[config.mk]
export PLATFORM = sky130hd
export DESIGN_NAME = grid_selector
export DESIGN_NICKNAME = d
export VERILOG_FILES = /design/src/rtl/grid_selector.sv
export SDC_FILE = /design/constraint.sdc
export NUM_CORES = 1
export LEC_CHECK = 0
export BUFFER_PORTS_ARGS = -buffer_cell sky130_fd_sc_hd__buf_2
export CORE_UTILIZATION = 45
export CTS_CLUSTER_SIZE = 10
export DETAILED_ROUTE_END_ITERATION = 10
export SLEW_MARGIN = 20
export SYNTH_ARGS = -nofsm -noshare
export SYNTH_HDL_FRONTEND = slang
export SYNTH_SLANG_ARGS = --single-unit
[constraint.sdc]
create_clock -name clk -period 6.4 [get_ports clk]
set_clock_uncertainty 0.2 [all_clocks]
set_input_delay 0 -clock clk [delete_from_list [all_inputs] [get_ports clk]]
set_output_delay 0 -clock clk [all_outputs]
set_load 0.02 [all_outputs]
[src/rtl/grid_selector.sv]
// grid_selector
//   Moves a cursor over a COLS x ROWS grid from four debounced direction
//   buttons. Optional edge wrap, hold-to-repeat (delay then period),
//   synchronous home, and a one-cycle strobe after every index change.
//
// Ports
//   clk        system clock
//   resetn     asynchronous active-low reset
//   btn_up     debounced level, high = held (highest priority)
//   btn_down   debounced level
//   btn_left   debounced level
//   btn_right  debounced level (lowest priority)
//   home       synchronous return to RESET_INDEX, overrides all steps
//   index      selected cell, row*COLS + col
//   row        cursor row, 0 = top
//   col        cursor column, 0 = left
//   changed    one-cycle pulse in the cycle after index takes a new value
module grid_selector #(
  parameter int COLS          = 3,
  parameter int ROWS          = 3,
  parameter int RESET_INDEX   = 4,
  parameter int WRAP          = 0,
  parameter int REPEAT_DELAY  = 0,
  parameter int REPEAT_PERIOD = 1,
  parameter int IW            = (COLS * ROWS > 1) ? $clog2(COLS * ROWS) : 1,
  localparam int RW           = (ROWS > 1) ? $clog2(ROWS) : 1,
  localparam int CW           = (COLS > 1) ? $clog2(COLS) : 1
) (
  input  logic          clk,
  input  logic          resetn,
  input  logic          btn_up,
  input  logic          btn_down,
  input  logic          btn_left,
  input  logic          btn_right,
  input  logic          home,
  output logic [IW-1:0] index,
  output logic [RW-1:0] row,
  output logic [CW-1:0] col,
  output logic          changed
);

  localparam int MAXRC = (REPEAT_DELAY > REPEAT_PERIOD) ? REPEAT_DELAY : REPEAT_PERIOD;
  localparam int CNTW  = (MAXRC > 0) ? $clog2(MAXRC + 1) : 1;

  localparam logic [RW-1:0]   RST_ROW  = RW'(RESET_INDEX / COLS);
  localparam logic [CW-1:0]   RST_COL  = CW'(RESET_INDEX % COLS);
  localparam logic [IW-1:0]   RST_IDX  = IW'(RESET_INDEX);
  localparam logic [RW-1:0]   ROW_MAX  = RW'(ROWS - 1);
  localparam logic [CW-1:0]   COL_MAX  = CW'(COLS - 1);
  localparam logic [IW-1:0]   COLS_IW  = IW'(COLS);
  localparam logic [CNTW-1:0] DLY_LOAD = CNTW'((REPEAT_DELAY > 0) ? REPEAT_DELAY - 1 : 0);
  localparam logic [CNTW-1:0] PER_LOAD = CNTW'((REPEAT_PERIOD > 0) ? REPEAT_PERIOD - 1 : 0);

  typedef enum logic [1:0] {
    S_IDLE,
    S_DELAY,
    S_REPEAT,
    S_HOLD
  } state_t;

  state_t          r_state;
  logic [CNTW-1:0] r_cnt;
  logic [3:0]      r_prev;
  logic [3:0]      r_held;
  logic [RW-1:0]   r_row;
  logic [CW-1:0]   r_col;
  logic [IW-1:0]   r_index;
  logic            r_changed;

  // Button vector, bit 3 = up ... bit 0 = right, so higher bit = higher priority.
  logic [3:0]    w_btn;
  logic [3:0]    w_press;
  logic [3:0]    w_press_pri;
  logic [3:0]    w_dir;
  logic          w_held_on;
  logic          w_rep_fire;
  logic [RW-1:0] w_next_row;
  logic [CW-1:0] w_next_col;
  logic [IW-1:0] w_next_index;
  logic          w_moved;

  assign w_btn     = {btn_up, btn_down, btn_left, btn_right};
  assign w_press   = w_btn & ~r_prev;
  assign w_held_on = |(w_btn & r_held);

  always_comb begin
    w_press_pri = '0;
    if (w_press[3])      w_press_pri = 4'b1000;
    else if (w_press[2]) w_press_pri = 4'b0100;
    else if (w_press[1]) w_press_pri = 4'b0010;
    else if (w_press[0]) w_press_pri = 4'b0001;

    w_rep_fire = ((r_state == S_DELAY) || (r_state == S_REPEAT)) && w_held_on && (r_cnt == '0);

    // Only IDLE reacts to new presses; DELAY/REPEAT step only on countdown expiry.
    w_dir = '0;
    if (!home) begin
      if (r_state == S_IDLE) w_dir = w_press_pri;
      else if (w_rep_fire)   w_dir = r_held;
    end

    // Wrap on a 1-wide axis lands back on the same cell, so it reads as no move.
    w_next_row = r_row;
    w_next_col = r_col;
    if (w_dir[3]) begin
      if (r_row != '0)    w_next_row = r_row - RW'(1);
      else if (WRAP != 0) w_next_row = ROW_MAX;
    end else if (w_dir[2]) begin
      if (r_row != ROW_MAX) w_next_row = r_row + RW'(1);
      else if (WRAP != 0)   w_next_row = '0;
    end else if (w_dir[1]) begin
      if (r_col != '0)    w_next_col = r_col - CW'(1);
      else if (WRAP != 0) w_next_col = COL_MAX;
    end else if (w_dir[0]) begin
      if (r_col != COL_MAX) w_next_col = r_col + CW'(1);
      else if (WRAP != 0)   w_next_col = '0;
    end

    w_next_index = IW'(w_next_row) * COLS_IW + IW'(w_next_col);
    w_moved      = (w_next_row != r_row) || (w_next_col != r_col);
  end

  always_ff @(posedge clk or negedge resetn) begin
    if (!resetn) begin
      r_state   <= S_IDLE;
      r_cnt     <= '0;
      r_prev    <= '0;
      r_held    <= '0;
      r_row     <= RST_ROW;
      r_col     <= RST_COL;
      r_index   <= RST_IDX;
      r_changed <= 1'b0;
    end else begin
      r_prev <= w_btn;
      if (home) begin
        r_state   <= S_IDLE;
        r_cnt     <= '0;
        r_held    <= '0;
        r_row     <= RST_ROW;
        r_col     <= RST_COL;
        r_index   <= RST_IDX;
        r_changed <= (r_index != RST_IDX);
      end else begin
        r_row     <= w_next_row;
        r_col     <= w_next_col;
        r_index   <= w_next_index;
        r_changed <= w_moved;
        case (r_state)
          S_IDLE: begin
            if (|w_press) begin
              r_held <= w_press_pri;
              if (REPEAT_DELAY > 0) begin
                r_state <= S_DELAY;
                r_cnt   <= DLY_LOAD;
              end else begin
                r_state <= S_HOLD;
              end
            end
          end
          S_DELAY, S_REPEAT: begin
            if (!w_held_on) begin
              r_state <= S_IDLE;
              r_cnt   <= '0;
            end else if (r_cnt == '0) begin
              r_state <= S_REPEAT;
              r_cnt   <= PER_LOAD;
            end else begin
              r_cnt <= r_cnt - CNTW'(1);
            end
          end
          S_HOLD: begin
            if (!w_held_on) r_state <= S_IDLE;
          end
          default: r_state <= S_IDLE;
        endcase
      end
    end
  end

  assign index   = r_index;
  assign row     = r_row;
  assign col     = r_col;
  assign changed = r_changed;

endmodule

==> run_results.csv <==
group,metric,value,unit
clock_network,post_cts_buffers,0,
setup_path,r2r_slack,2.66,ns
global_routing,first_global_vias,933,
setup_path,crit_fanout,8,
clock_network,cts_root_buf,"clkbuf_4",
sta,setup_violations,0,
finish,stdcell_count,177,
power_and_ir_drop,powerDensity,243,mW/mm2
finish,antenna_cells,0,
sta,slew_headroom,0.520,
synth,synthFlopType,"dfrtp_1",
finish,final_nets,167,
setup_path,r2r_cells,11,
floorplan,die_x,54.3,um
global_routing,grt_pass1_wl,4350,um
synth,syn_area,0.00123,mm2
clock_network,clk_pin_slew,0.11,ns
clock_network,insertion_delay,0.30,ns
synth,synthesis.nets,141,
finish,layout-drive-gt1-share,0.184,
finish,final_area,0.00144,mm2
synth,ys_seq_elements,19,
floorplan,die_h,54.3,um
placed_design,place_inst,166,
clock_network,cts_resized,0,
sta,drv_slew,0,
synth,yosysSeqAreaShare,0.390,
finish,layout_common_cells,"dfrtp_1, buf_2, a21oi_1, ha_1",
global_routing,grt_util_all_layers,0.214,
clock_network,cts_buffer_depth,2,
synth,ys_async_sr_fraction,1.00,
setup_path,crit_path_start_kind,"register",
finish,synthToLayoutAreaGrowth,16.8,%
sta,hold_viol,0,
run_status,status,"finished clean",
sta,holdWs,0.0139,ns
route,first_pass_iters,4,
clock_network,cts_hold_buf,7,
synth,synthDistinctLibCells,43,
setup_path,worstSetupEndpointType,"register",
floorplan,coreArea,0.00252,mm2
sta,worst_pin_slew,0.717,ns
route,routedWlPerCell,14.2,um
global_routing,grt-ovfl-total,0,
setup_path,critPathKind,"register to register",
clock_network,cts.htree.levels,1,
placed_design,placed_area,0.00134,mm2
sta,finalCritPeriodShare,0.584,
sta,fin_crit,3.74,ns
placed_design,dpl.hpwl,1870,um
setup_path,rr_startpoint,"r_state[0]",
route,post-route-drc-count,0,
sta,fmax,0.267,GHz
setup_path,r2r-end,"index[2]",
placed_design,gp_congestion,0.839,
clock_network,cts_sinks,19,
finish,multiInputGateArea,713,um2
finish,n_fill_cell,218,
clock_network,cts_tree,"yes",
floorplan,die_area,0.00295,mm2
placed_design,port_buffers,15,
flow_run,maxCapViolations,0,
route,routed_wl,2510,um
route,num_vias,973,
route,route.antenna.remaining_nets,0,
finish,layout_commonest_cell,"dfrtp_1",
route,drt_iter0_drc,17,
synth,syn_inst,122,
setup_path,crit_arrival,3.78,ns
min_path,hold_path.class,"input pin to asynchronous set/reset pin",
sta,rsz0062_at_grt,"false",
synth,ys_warn_count,0,
sta,finalSetupTns,0,ns
power_and_ir_drop,ir_drop,0.169,mV
setup_path,worst_ep_required_time,6.44,ns
synth,synth_edf_count,0,
floorplan,io-pin-count,16,
floorplan,std_cell_rows,18,
route,avgViaCountPerCell,5.50,
global_routing,grt_max_degree,18,
finish,final_util,0.569,
clock_network,numCtsBuffers,3,
finish,seqCellArea,479,um2
synth,syn_area_per_cell,10.1,um2
global_routing,antenna_found_initial,0,
power_and_ir_drop,p_leak,0.670,nW
floorplan,start_util,0.488,
critical path, cell delays in order, from the launching register on:
cell and delay [ns]:
dfrtp_1 0.39, inv_1 0.05, ha_1 0.31, nor2b_1 0.19, and3_1 0.21, a21oi_1 0.42, mux2i_1 0.15, a21oi_1 0.38
fa_1 0.47, ha_1 0.22, fa_1 0.41, or2_2 0.28
how the worst max path moves through the flow:
stage,startpoint,to,slack (ns),cells after the start
after floorplan,r_state[0],index[2],2.99,11
after global placement,r_state[0],index[2],2.69,11
after detailed placement,r_state[0],index[2],2.68,11
after CTS,r_state[0],index[2],2.66,11
after global routing,r_state[0],index[2],2.39,11
final,r_state[0],index[2],2.66,11
synth_stat cells, drive strengths merged, types with 2 or more instances:
library cell / number / area (um2)
a21oi: 10 / 50.1
a22oi: 3 / 32.5
dfrtp: 16 / 400
dfstp: 3 / 78.8
fa: 2 / 40.0
ha: 10 / 125
inv: 9 / 33.8
mux2i: 2 / 20.0
nand2: 5 / 18.8
nand2b: 4 / 25.0
nand3b: 2 / 15.0
nor2: 9 / 33.8
nor2b: 9 / 56.3
nor3: 4 / 20.0
o21ai: 3 / 15.0
or2: 2 / 12.5
xnor2: 4 / 35.0
xor2: 2 / 17.5
kinds of logic (layout without fill, tap and decap cells):
family,Yosys count,after routing,share of synthesized area
compound gates,32,32,0.202
xor+xnor,6,6,0.0427
fa+ha+maj,12,12,0.134
buf+inv,10,35,0.0305
flops,19,19,0.390
mux,2,2,0.0163
simple gates,41,41,0.184
registers in the layout, indices dropped and copies added, names as in the netlist:
name,flops
index,4
r_held,4
r_prev,4
col,2
r_state,2
row,2
changed,1
power by group:
part	switching, mW	internal (mW)
logic	0.0790	0.0570
registers	0.0124	0.140
clock network	0.0371	0.0233
stage by stage:
stage / setup WS (ns) / power [mW]
global placement: 2.69 / 0.284
global route: 2.39 / 0.380
CTS: 2.66 / 0.353
floorplan: 2.99 / 0.250
detailed placement: 2.68 / 0.287
finish: 2.66 / 0.349
routing by layer:
layer,wire length (um),share of wire,up-vias,track usage
li1,-,-,484,-
met1,1320,0.52,451,0.314
met2,1050,0.42,33,0.309
met3,108,0.043,5,0.0500
met4,29,0.012,0,0.0684
met5,0,0,-,0
cell type report:
cell class                      instances  share of cell area
Inverter                                9              0.0235
Tap cell                               30              0.0261
Multi-Input combinational cell         93               0.497
Clock buffer                            3              0.0157
Clock inverter                          1             0.00348
Timing Repair Buffer                   22               0.101
Sequential cell                        19               0.334
(Power assumes the default switching activity.)
